`src/rtl/regfile_serial_mp.sv`:
```
// rtl/regfile_serial_mp.sv - digit-serial register file with two read ports and one write port
//
// Purpose:
//   A REG_COUNT x REG_WIDTH register file that moves one word per transfer,
//   DIGIT bits per cycle, least significant digit first. A transfer reads two
//   source registers and optionally writes one destination register.
//
// Ports:
//   clk         in   1      clock, all state on rising edge
//   rst         in   1      asynchronous active-high reset
//   start       in   1      request a transfer (sampled in IDLE only)
//   stall       in   1      freeze the transfer for this cycle
//   rs1_addr    in   AW     read select 1, latched on accepted start
//   rs2_addr    in   AW     read select 2, latched on accepted start
//   rd_addr     in   AW     write select, latched on accepted start
//   wr_en       in   1      write enable for the transfer, latched on accepted start
//   wr_digit    in   DIGIT  write data digit for the current digit index
//   rs1_digit   out  DIGIT  read data digit of source 1
//   rs2_digit   out  DIGIT  read data digit of source 2
//   digit_idx   out  IW     current digit index, 0 = least significant
//   digit_valid out  1      a digit moves this cycle
//   last_digit  out  1      the moving digit is the most significant one
//   busy        out  1      transfer in progress (SHIFT or DONE)
//   done        out  1      one-cycle completion pulse

module regfile_serial_mp #(
  parameter int REG_WIDTH = 32,
  parameter int REG_COUNT = 8,
  parameter int DIGIT     = 1,
  parameter int ZERO_REG  = 1,
  localparam int AW = $clog2(REG_COUNT),
  localparam int N  = REG_WIDTH / DIGIT,
  localparam int IW = (N > 1) ? $clog2(N) : 1
) (
  input  logic          clk,
  input  logic          rst,
  input  logic          start,
  input  logic          stall,
  input  logic [AW-1:0] rs1_addr,
  input  logic [AW-1:0] rs2_addr,
  input  logic [AW-1:0] rd_addr,
  input  logic          wr_en,
  input  logic [DIGIT-1:0] wr_digit,
  output logic [DIGIT-1:0] rs1_digit,
  output logic [DIGIT-1:0] rs2_digit,
  output logic [IW-1:0] digit_idx,
  output logic          digit_valid,
  output logic          last_digit,
  output logic          busy,
  output logic          done
);

  // Width of a bit offset inside one register.
  localparam int BW = (REG_WIDTH > 1) ? $clog2(REG_WIDTH) : 1;
  localparam logic [IW-1:0] LAST_IDX = IW'(N - 1);

  typedef enum logic [1:0] {
    IDLE  = 2'd0,
    SHIFT = 2'd1,
    DONE  = 2'd2
  } state_t;

  state_t          state;
  logic [AW-1:0]   rs1_q;
  logic [AW-1:0]   rs2_q;
  logic [AW-1:0]   rd_q;
  logic            wen_q;
  logic [REG_WIDTH-1:0] regs [REG_COUNT];

  logic [BW-1:0]   bit_off;
  logic            in_shift;
  logic            wr_fire;
  logic            rs1_zero;
  logic            rs2_zero;
  logic [REG_WIDTH-1:0] rs1_word;
  logic [REG_WIDTH-1:0] rs2_word;

  assign bit_off     = BW'(int'(digit_idx) * DIGIT);
  assign in_shift    = (state == SHIFT);
  assign digit_valid = in_shift && !stall;
  assign last_digit  = digit_valid && (digit_idx == LAST_IDX);

  // Register 0 is hardwired to zero only when ZERO_REG is set.
  assign rs1_zero = (ZERO_REG != 0) && (rs1_q == '0);
  assign rs2_zero = (ZERO_REG != 0) && (rs2_q == '0);
  assign wr_fire  = digit_valid && wen_q && !((ZERO_REG != 0) && (rd_q == '0));

  assign rs1_word = regs[rs1_q];
  assign rs2_word = regs[rs2_q];

  // Reads show the stored (pre-write) digit; a same-cycle write lands on the edge.
  always_comb begin
    rs1_digit = '0;
    rs2_digit = '0;
    if (in_shift) begin
      if (!rs1_zero) rs1_digit = rs1_word[bit_off +: DIGIT];
      if (!rs2_zero) rs2_digit = rs2_word[bit_off +: DIGIT];
    end
  end

  // Transfer sequencer with registered busy/done.
  always_ff @(posedge clk or posedge rst) begin
    if (rst) begin
      state     <= IDLE;
      digit_idx <= '0;
      rs1_q     <= '0;
      rs2_q     <= '0;
      rd_q      <= '0;
      wen_q     <= 1'b0;
      busy      <= 1'b0;
      done      <= 1'b0;
    end else begin
      case (state)
        IDLE: begin
          if (start) begin
            state     <= SHIFT;
            digit_idx <= '0;
            rs1_q     <= rs1_addr;
            rs2_q     <= rs2_addr;
            rd_q      <= rd_addr;
            wen_q     <= wr_en;
            busy      <= 1'b1;
          end
        end
        SHIFT: begin
          if (!stall) begin
            if (digit_idx == LAST_IDX) begin
              state     <= DONE;
              digit_idx <= '0;
              done      <= 1'b1;
            end else begin
              digit_idx <= digit_idx + IW'(1);
            end
          end
        end
        DONE: begin
          state <= IDLE;
          busy  <= 1'b0;
          done  <= 1'b0;
        end
        default: begin
          state <= IDLE;
          busy  <= 1'b0;
          done  <= 1'b0;
        end
      endcase
    end
  end

  // Storage: one digit of the latched destination per moving cycle.
  always_ff @(posedge clk or posedge rst) begin
    if (rst) begin
      for (int i = 0; i < REG_COUNT; i++) begin
        regs[i] <= '0;
      end
    end else if (wr_fire) begin
      regs[rd_q][bit_off +: DIGIT] <= wr_digit;
    end
  end

endmodule
```
`config.mk`:
```
export PLATFORM = sky130hd
export DESIGN_NAME = regfile_serial_mp
export DESIGN_NICKNAME = d
export VERILOG_FILES = /design/src/rtl/regfile_serial_mp.sv
export SDC_FILE = /design/constraint.sdc
export NUM_CORES = 1
export LEC_CHECK = 0
export ABC_CLOCK_PERIOD_IN_PS = 11560
export CAP_MARGIN = 10
export CORE_MARGIN = 2
export CORE_UTILIZATION = 49
export CTS_BUF_LIST = sky130_fd_sc_hd__clkbuf_4
export CTS_CLUSTER_SIZE = 10
export DETAILED_ROUTE_END_ITERATION = 8
export GPL_TIMING_DRIVEN = 0
export PLACE_DENSITY = 0.74
export SLEW_MARGIN = 0
export SYNTH_ARGS = -nofsm -noshare
export SYNTH_HDL_FRONTEND = slang
export SYNTH_SLANG_ARGS = --single-unit
```
`constraint.sdc`:
```
create_clock -name clk -period 11.56 [get_ports clk]
set_input_delay 1.734 -clock clk [delete_from_list [all_inputs] [get_ports clk]]
set_output_delay 1.734 -clock clk [all_outputs]
set_load 0.03 [all_outputs]
```
==> results of run 1 <==
logic make-up after synthesis:
kind of cell	count (synthesis)	share of synthesized area
compound gates	208	0.0873
simple gates	361	0.0986
buf+inv	144	0.0433
flops	275	0.436
mux	373	0.330
fa+ha+maj	6	0.00475
power by group:
group          internal (mW)  total [mW]  switching, mW
registers               1.02        1.07         0.0509
logic                  0.478        1.62           1.15
clock network          0.507       0.936          0.430
total                   2.01        3.63           1.63
flip-flops by register name, summed over array words and instances, names as in the netlist:
signal     flops
rs2_q          3
done           1
regs         256
rs1_q          3
rd_q           3
wen_q          1
digit_idx      5
busy           1
state          2
critical path: cells and delay by family, from the launching register on:
| family | cells | cell delay, ns |
|---|---|---|
| AOI/OAI and AO/OA | 3 | 0.78 |
| buffers and inverters | 4 | 2.42 |
| and+or+nand+nor | 2 | 0.51 |
| DFF | 1 | 0.64 |
cell usage in the layout, fill, tap and decap left out, types with 11 or more instances in the layout:
cell type        instances
a211oi_1                11
a21oi_1                 26
buf_2                   24
buf_4                   16
clkbuf_1                87
clkbuf_4               118
clkdlybuf4s50_1         25
dfrtp_1                275
mux2_1                  17
mux2_2                 176
mux2i_1                 81
mux4_2                  99
nand2_1                228
nand2b_1                12
nand3_1                 14
nor2_1                  55
nor3_1                  11
o21ai_0                 54
o221ai_1                25
o22ai_1                 18
o31ai_1                 43
layout make-up:
class / count / area share
multi-input combinational: 948 / 0.466
sequential: 275 / 0.390
clock buffer: 118 / 0.0502
buffer: 135 / 0.0368
tap: 402 / 0.0285
timing repair buffer: 30 / 0.0188
clock inverter: 14 / 0.00652
inverter: 9 / 0.00234
antenna: 3 / 0.000426
path summary, 6_finish.rpt:
check	end	start	slack (ns)	cells after the start
setup / recovery	rs1_digit	digit_idx[0]$_DFFE_PP0P_	4.75	9
hold / removal	state[0]$_DFFE_PP0P_	state[1]$_DFFE_PP0P_	0.47	1
setup reg to reg	regs[181]$_DFFE_PP0P_	digit_idx[0]$_DFFE_PP0P_	6.87	9
hold reg to reg	state[0]$_DFFE_PP0P_	state[1]$_DFFE_PP0P_	0.47	1
max in group asynchronous	regs[143]$_DFFE_PP0P_	rst	9.20	3
min in group asynchronous	regs[7]$_DFFE_PP0P_	rst	1.34	2
routing by layer:
layer  up-vias  GRT usage  share of wire
li1       5326          -              -
met1      6558      0.438           0.37
met2       964      0.488           0.43
met3       244      0.112           0.13
met4         0      0.216          0.071
met5         -          0              0
metrics by stage:
step | setup WS (ns) | utilization | setup TNS (ns)
after floorplan | 2.25 | - | 0
after global placement | -1.24 | 0.523 | -333.82
after detailed placement | 5.80 | 0.526 | 0
after CTS | 5.04 | 0.557 | 0
after global routing | 4.84 | 0.558 | 0
final | 4.75 | 0.558 | 0
==> impl_results.md, run 1 <==
- Critical Path AT: 5.08 ns
- Max Cap Viol: 0
- Nets: 1497
- Tot Pwr: between 3 and 4 mW
- Area post-placement: 16600 sq um
- Via density: 6.77
- Via Count: approximately 13000
- Maximum clock insertion buffer count: 3
- Ys async rst share: 1.00
- WL final: 55700 um
- Routed Antenna Nets: 0
- Share of cells above drive strength 1: 0.302
- Highest achievable clock rate: about 150 MHz
- Worst path required time: 9.83 ns
- Post-synth EDFFs: 0
- Largest net degree at the start of global routing: 130
- Top-count cell post-synth: dfrtp_1
- Fin crit share: 0.589
- Top cells by area, synth: dfrtp_1, mux4_2, mux2_2, nand2_1, mux2i_1
- Leading area contributor after synthesis: dfrtp_1
- RSZ-0062 raised after global routing: false
- Slew headroom: 0.130
- Initial antenna violation count: 1
- Most frequent CP cell: buf_2
- Status: finished, final reports clean
- Area share of the largest cell type after synthesis: 0.436
- Number of synthesized register bits: approximately 280
- CTS Buf Count: 77
- Worst Hold Class: reg -> reg
- Critical Path, Cell by Cell: buf_2, buf_2, buf_1, nand3_1, a31oi_1, a21oi_1, a32o_1, nor3_1, clkdlybuf4s50_1
- DR pass1 iterations: 6
- Startpoint Class: flip-flop
- Design area: roughly 18000 sq um
- Post-Syn Area per Cell: approximately 12 sq um
- Syn nets: between 1000 and 1500
- Post-synthesis cell count: 1367
- WL/cell: 28.8 um
- Grt ovf: 0
- Placed cells: 1798
- Clock Sinks: 275
- Die W: 184 um
- GPL Wtd Cong: 0.998
- Row count: 65
- GRT Total Usage: 0.338
- Die footprint: about 34000 sq um
- Ys Warns: 0
- Worst-margin pin slew: 1.30 ns
- Clk root buf: clkbuf_4
- P&R area growth vs syn: 11.8%
- DIE HEIGHT: 184 um
- Gates resized, CTS repair: 0
- VDD IR max: 99.2 uV
- Port Buf Inserts: 25
- Vias in the first global route: 12900
- CP Capture Type: output port
- Initial core utilization: 0.499
- Register area: 6880 sq um
- CTS tree: done
- Max Slew Vio Count: 0
- Hold slack: 0.474 ns
- Lkg Pwr: 7.62 nW
- DRC: 0
- Count of final setup violators: 0
- Power per cell area: 206 nW/um^2
- 1st-iter DRT viols: 1801
- CP max stage cell: clkdlybuf4s50_1
- Area taken by multi-input logic gates: slightly above 8000 sq um
- Slowest stage delay, CP: 0.77 ns
- Critical-path maximum fanout: 10
- Post-Syn Area: around 16000 sq um
- Seq/Total Area, Yosys: 0.436
- Postcts setup bufs: 0
- CORE AREA: 31600 sq um
- Clock Skew: 0.0795 ns
- Clock slew at reported path FFs: approximately 0.060 ns
- Final Hold Vio Count: 0
- CTS HTree Levels: 3
- Finished Layout Cells: 1934
- Prevailing post-synth register cell: dfrtp_1
- Setup Crit Path Kind: reg -> out
- Min Tclk post-route: 6.81 ns
- First-pass GRT wire length: just over 80000 um
- # hold bufs at CTS: 0
- Synth unique cells: 55
- Fillcell total: 2692
- Post-DP HPWL: 37300 um
- Num ports: 26
- Most frequent cells after synthesis: dfrtp_1, nand2_1, mux2_2, mux4_2, clkbuf_1
- Clk Latency, worst-skew pair: 0.76 ns
Note: power is estimated with default switching activity, not from simulation.
==> run 2, diff against run 1 <==
ABC_CLOCK_PERIOD_IN_PS = 5800   (was 11560)
PLACE_DENSITY = 0.76   (was 0.74)
clock period = 5.8 ns   (was 11.56 ns; I/O delays follow)
==> impl_results.md, run 2 (synthesized netlist as in run 1, its figures left out) <==
- Status: finished, final reports clean
- CP Capture Type: output port
- Max Slew Vio Count: 0
- Power per cell area: 406 nW/um^2
- First-pass GRT wire length: 82400 um
- Die footprint: 33700 sq um
- Worst path required time: 4.93 ns
- Clk Latency, worst-skew pair: 0.74 ns
- Vias in the first global route: 13000
- DIE HEIGHT: 184 um
- Pre-CTS WS: about 0.77 ns
- Register area: 6880 sq um
- Clock Sinks: 275
- Slew headroom: 0.0708
- Initial antenna violation count: 2
- Port Buf Inserts: 25
- Fin crit share: 0.994
- Area post-placement: 16700 sq um
- DR pass1 iterations: 5
- CTS HTree Levels: 3
- P&R area growth vs syn: 11.8%
- Setup ws final: between 0.03 and 0.04 ns
- Share of cells above drive strength 1: 0.298
- Gates resized, CTS repair: 0
- Largest register FFs: 256
- VDD IR max: 183 uV
- Min Tclk post-route: 5.76 ns
- Clk root buf: clkbuf_4
- Setup Crit Path Kind: reg -> out
- Via density: 6.82
- CORE AREA: between 30000 and 40000 sq um
- Design area: ~18000 sq um
- Critical Path, Cell by Cell: clkinv_1, clkbuf_1, nor2_1, nand2_1, a31oi_1, a21oi_1, a32o_1, nor3_1, clkdlybuf4s50_1
- Initial core utilization: 0.499
- Clock slew at reported path FFs: 0.07 ns
- Worst Setup SP: digit_idx[0]$_DFFE_PP0P_
- Max Cap Viol: 0
- # hold bufs at CTS: 0
- Biggest regs: regs x256, digit_idx x5
- Highest achievable clock rate: 174 MHz
- Fillcell total: 2688
- WL/cell: a little under 30 um
- GRT Total Usage: 0.338
- Slowest stage delay, CP: around 0.76 ns
- Maximum clock insertion buffer count: 3
- Post-DP HPWL: roughly 38000 um
- Via Count: 13200
- Worst-margin pin slew: 1.38 ns
- Most frequent cells in the layout: dfrtp_1, nand2_1, mux2_2, clkbuf_4, mux4_2
- Hold path start: done$_DFFE_PP0P_
- Row count: 65
- Critical Path AT: 4.89 ns
- Grt ovf: 0
- Largest net degree at the start of global routing: 43
- GPL Wtd Cong: 1.02
- CTS Buf Count: 77
- Reg2reg start: digit_idx[1]$_DFFE_PP0P_
- WL final: 55800 um
- DRC: 0
- Die W: 184 um
- Largest Register: regs
- Routed Antenna Nets: 0
- Area taken by multi-input logic gates: 8240 sq um
- CP top delay family: buffers and inverters
- Critical-path maximum fanout: 11
- Final Hold Vio Count: 0
- CTS tree: done
- Clock Skew: 0.0495 ns
- Startpoint Class: flip-flop
- Num ports: 26
- Worst Hold Class: reg -> reg
- RSZ-0062 raised after global routing: false
- Lkg Pwr: approximately 7.6 nW
- Worst path buffer plus inverter count: 3
- Count of final setup violators: 0
- Nets: 1498
- Hold slack: 0.478 ns
- CP max stage cell: clkdlybuf4s50_1
- Commonest non-fill, non-tap cell in the layout: dfrtp_1
- 1st-iter DRT viols: about 1800
- Postcts setup bufs: 0
run 2: changes by cell type in the layout (fill, tap and decap cells not counted), sizes merged:
cell,before,now
clkbuf,205,198
buf,53,54
diode,3,2
bufinv,2,1
clkinvlp,1,4
inv,9,8
clkinv,11,18
run 2: layout make-up:
type,instances,share of cell area
diodes,2,0.000283
plain buffers,134,0.0366
clock buffers,111,0.0472
clock inverters,22,0.00680
inverters,9,0.00213
multi-input cells,948,0.467
flip-flops and latches,275,0.390
well taps,402,0.0285
repair buffers,32,0.0221
run 2: worst paths after layout:
kind                            slack, ns  cells past startpoint                     to
min in group asynchronous            0.54                      2   regs[69]$_DFFE_PP0P_
worst max-delay path                 0.04                      9              rs1_digit
max in group asynchronous            4.13                      5   state[0]$_DFFE_PP0P_
worst min register to register       0.48                      1       done$_DFFE_PP0P_
worst max register to register       1.10                      9  regs[181]$_DFFE_PP0P_
worst min-delay path                 0.48                      1       done$_DFFE_PP0P_
run 2: per-stage QoR:
step | total power, mW | util | setup TNS, ns | std cells
floorplan | 4.02 | - | 0 | 1367
global placement | 5.23 | 0.523 | -181.42 | 1794
detailed placement | 5.27 | 0.528 | 0 | 1801
CTS | 7.05 | 0.558 | 0 | 1934
global route | 7.34 | 0.558 | 0 | 1934
finish | 7.17 | 0.558 | 0 | 1935
run 2: worst register-to-register path, stage by stage (launching register included):
cell and delay [ns]:
dfrtp_1 0.47, clkbuf_1 0.54, clkinv_1 0.68, ha_1 0.53, nand2b_1 0.22, o21ai_1 0.24
nand4_1 0.48, nor2_1 0.69, clkbuf_1 0.52, mux2_2 0.26
run 2: per-layer routing:
layer,global-route usage,up-vias,part of all wire
met5,0,-,0
met1,0.443,6577,0.38
li1,-,5330,-
met3,0.105,266,0.12
met4,0.212,0,0.067
met2,0.491,1028,0.43
run 2: report_power, final:
| part | internal, mW | switching (mW) |
|---|---|---|
| logic | 0.955 | 2.28 |
| clock network | 0.921 | 0.881 |
| registers | 2.03 | 0.104 |
==> run 3, diff against run 2 <==
RECOVER_POWER = 25   (was unset)
==> impl_results.md, run 3 (synthesized netlist as in run 1, its figures left out) <==
- Status: complete, but fails checks
- Worst-margin pin slew: 2.34 ns
- Max Cap Viol: 3
- Worst path buffer plus inverter count: 4
- Die footprint: roughly 34000 sq um
- Worst Hold Class: reg -> reg
- Clock Skew: 0.0492 ns
- R2r worst-path depth: 9
- Critical Path, Cell by Cell: buf_4, or2_1, clkbuf_1, clkbuf_1, o221ai_1, o22ai_1, nor3_1, nor4_1, a211o_1, nor3_1, clkdlybuf4s50_1
- Highest achievable clock rate: 174 MHz
- Fillcell total: 2693
- GPL Wtd Cong: 1.02
- WL/cell: 28.9 um
- Setup ws final: 0.0568 ns
- Placed cells: 1801
- Reg-to-reg slack, setup: 1.06 ns
- Via density: 6.83
- Combinational power share: 0.450
- Fin crit share: 0.990
- Min Tclk post-route: between 5 and 6 ns
- Worst R2R End: regs[85]$_DFFE_PP0P_
- GRT Total Usage: 0.338
- Row count: 65
- Largest Register: regs
- Switch share: 0.455
- Postcts setup bufs: 0
- Switch Pwr: roughly 3.3 mW
- RSZ-0062 raised after global routing: false
- Clk root buf: clkbuf_4
- Critical-path maximum fanout: 10
- Area taken by multi-input logic gates: a little over 8000 sq um
- Pre-CTS WS: 0.769 ns
- Die W: 184 um
- Max Slew Vio Count: 111
- Count of final setup violators: 0
- Maximum clock insertion buffer count: 3
- CP Capture Type: output port
- Violated checks: max-capacitance violations, max-slew violations
- First-pass GRT wire length: 82400 um
- Area post-placement: 16700 sq um
- Power per cell area: 407 nW/um^2
- Finished Layout Cells: 1934
- Critical path depth in cells: 11
- Slowest stage delay, CP: 0.76 ns
- Largest net degree at the start of global routing: 43
- Initial antenna violation count: 2
- Clock Sinks: 275
- Commonest non-fill, non-tap cell in the layout: dfrtp_1
- DR pass1 iterations: 6
- Reg power frac: 0.298
- P_int: just under 4 mW
- Clock slew at reported path FFs: ~0.060 ns
- Routed Antenna Nets: 0
- Final Hold Vio Count: 0
- Largest register FFs: 256
- CTS HTree Levels: 3
- Critical Path AT: around 4.9 ns
- Initial core utilization: 0.499
- Register area: a little under 7000 sq um
- Startpoint Class: flip-flop
- CP max stage cell: clkdlybuf4s50_1
- Clock power frac: 0.252
- CORE AREA: 31600 sq um
- Via Count: between 10000 and 15000
- Hold path start: done$_DFFE_PP0P_
- DRC: 0
- WL final: 55800 um
- Vias in the first global route: 13000
- Slew headroom: -0.558
- Most frequent cells in the layout: dfrtp_1, nand2_1, mux2_2, clkbuf_4, mux4_2
- Setup TNS: 0 ns
- 1st-iter DRT viols: 1742
- CTS Buf Count: 77
- CP top delay family: buffers and inverters
- Biggest regs: regs x256, digit_idx x5
- Grt ovf: 0
- Nets: 1498
- Port Buf Inserts: 25
- Post-DP HPWL: 38000 um
- Worst Setup SP: rs1_q[1]$_DFFE_PP0P_
- P&R area growth vs syn: 11.5%
- Reg2reg start: digit_idx[1]$_DFFE_PP0P_
- DIE HEIGHT: 184 um
- Lkg Pwr: about 7.6 nW
- Setup Crit Path Kind: reg -> out
- Crit path to: rs1_digit
- Design area: 17600 sq um
- CTS tree: done
- Share of cells above drive strength 1: 0.297
- Clk Latency, worst-skew pair: 0.73 ns
- Num ports: 26
- Worst path required time: roughly 4.9 ns
- VDD IR max: about 180 uV
## run 3: cell count changes in the layout (fill, tap and decap cells not counted)
| cell | delta |
|---|---|
| clkbuf_1 | +3 |
| buf_12 | -3 |
| clkinvlp_4 | -1 |
| diode_2 | -1 |
| clkinvlp_2 | +1 |
| dlygate4sd3_1 | +1 |
| clkdlybuf4s50_1 | -1 |
## run 3: layer usage
| layer | share of wire | track usage | up-vias |
|---|---|---|---|
| li1 | - | - | 5329 |
| met4 | 0.068 | 0.212 | 0 |
| met5 | 0 | 0 | - |
| met1 | 0.37 | 0.443 | 6563 |
| met3 | 0.13 | 0.105 | 273 |
| met2 | 0.43 | 0.491 | 1047 |
## run 3: cell type report
type                            instances  area share
Antenna cell                            1    0.000142
Buffer                                134      0.0368
Clock buffer                          111      0.0473
Clock inverter                         22     0.00682
Inverter                                9     0.00199
Multi-Input combinational cell        948       0.468
Sequential cell                       275       0.391
Tap cell                              402      0.0286
Timing Repair Buffer                   32      0.0194
## run 3: metrics by stage
| stage | utilization | hold WS (ns) | power (mW) |
|---|---|---|---|
| 6_report | 0.556 | 0.478 | 7.17 |
| 4_1_cts | 0.558 | 0.482 | 7.05 |
| 5_1_grt | 0.556 | 0.494 | 7.33 |
| 3_5_place_dp | 0.528 | 0.468 | 5.27 |
| 3_3_place_gp | 0.523 | 0.453 | 5.23 |
| 2_1_floorplan | - | 0.440 | 4.02 |
## run 3: repair_timing
item	4_1_cts	5_1_grt
endpoints found under the setup margin	0	2
hold buffers	0	0
resized for setup	0	2
## run 3: worst reg2reg max path, stage by stage (launching register included)
cell and delay (ns):
dfrtp_1 0.46, clkbuf_1 0.53, clkinv_1 0.68, ha_1 0.53, nand2b_1 0.22, o21ai_1 0.24, nand4_1 0.49, nor2_1 0.71
clkbuf_1 0.53, mux2_2 0.27
## run 3: how the worst min path moves through the flow
stage / to / slack, ns / depth (start not counted)
CTS: done$_DFFE_PP0P_ / 0.48 / 1
detailed placement: done$_DFFE_PP0P_ / 0.47 / 1
global route: done$_DFFE_PP0P_ / 0.49 / 1
floorplan: state[0]$_DFFE_PP0P_ / 0.44 / 1
finish: done$_DFFE_PP0P_ / 0.48 / 1
global placement: state[0]$_DFFE_PP0P_ / 0.45 / 1
## run 3: power groups by stage
stage               logic, mW  clock network (mW)  registers [mW]
finish                   3.23                1.80            2.14
floorplan                1.84                   0            2.17
CTS                      3.10                1.81            2.13
global placement         3.06                   0            2.16
global route             3.27                1.91            2.15
detailed placement       3.10                   0            2.17
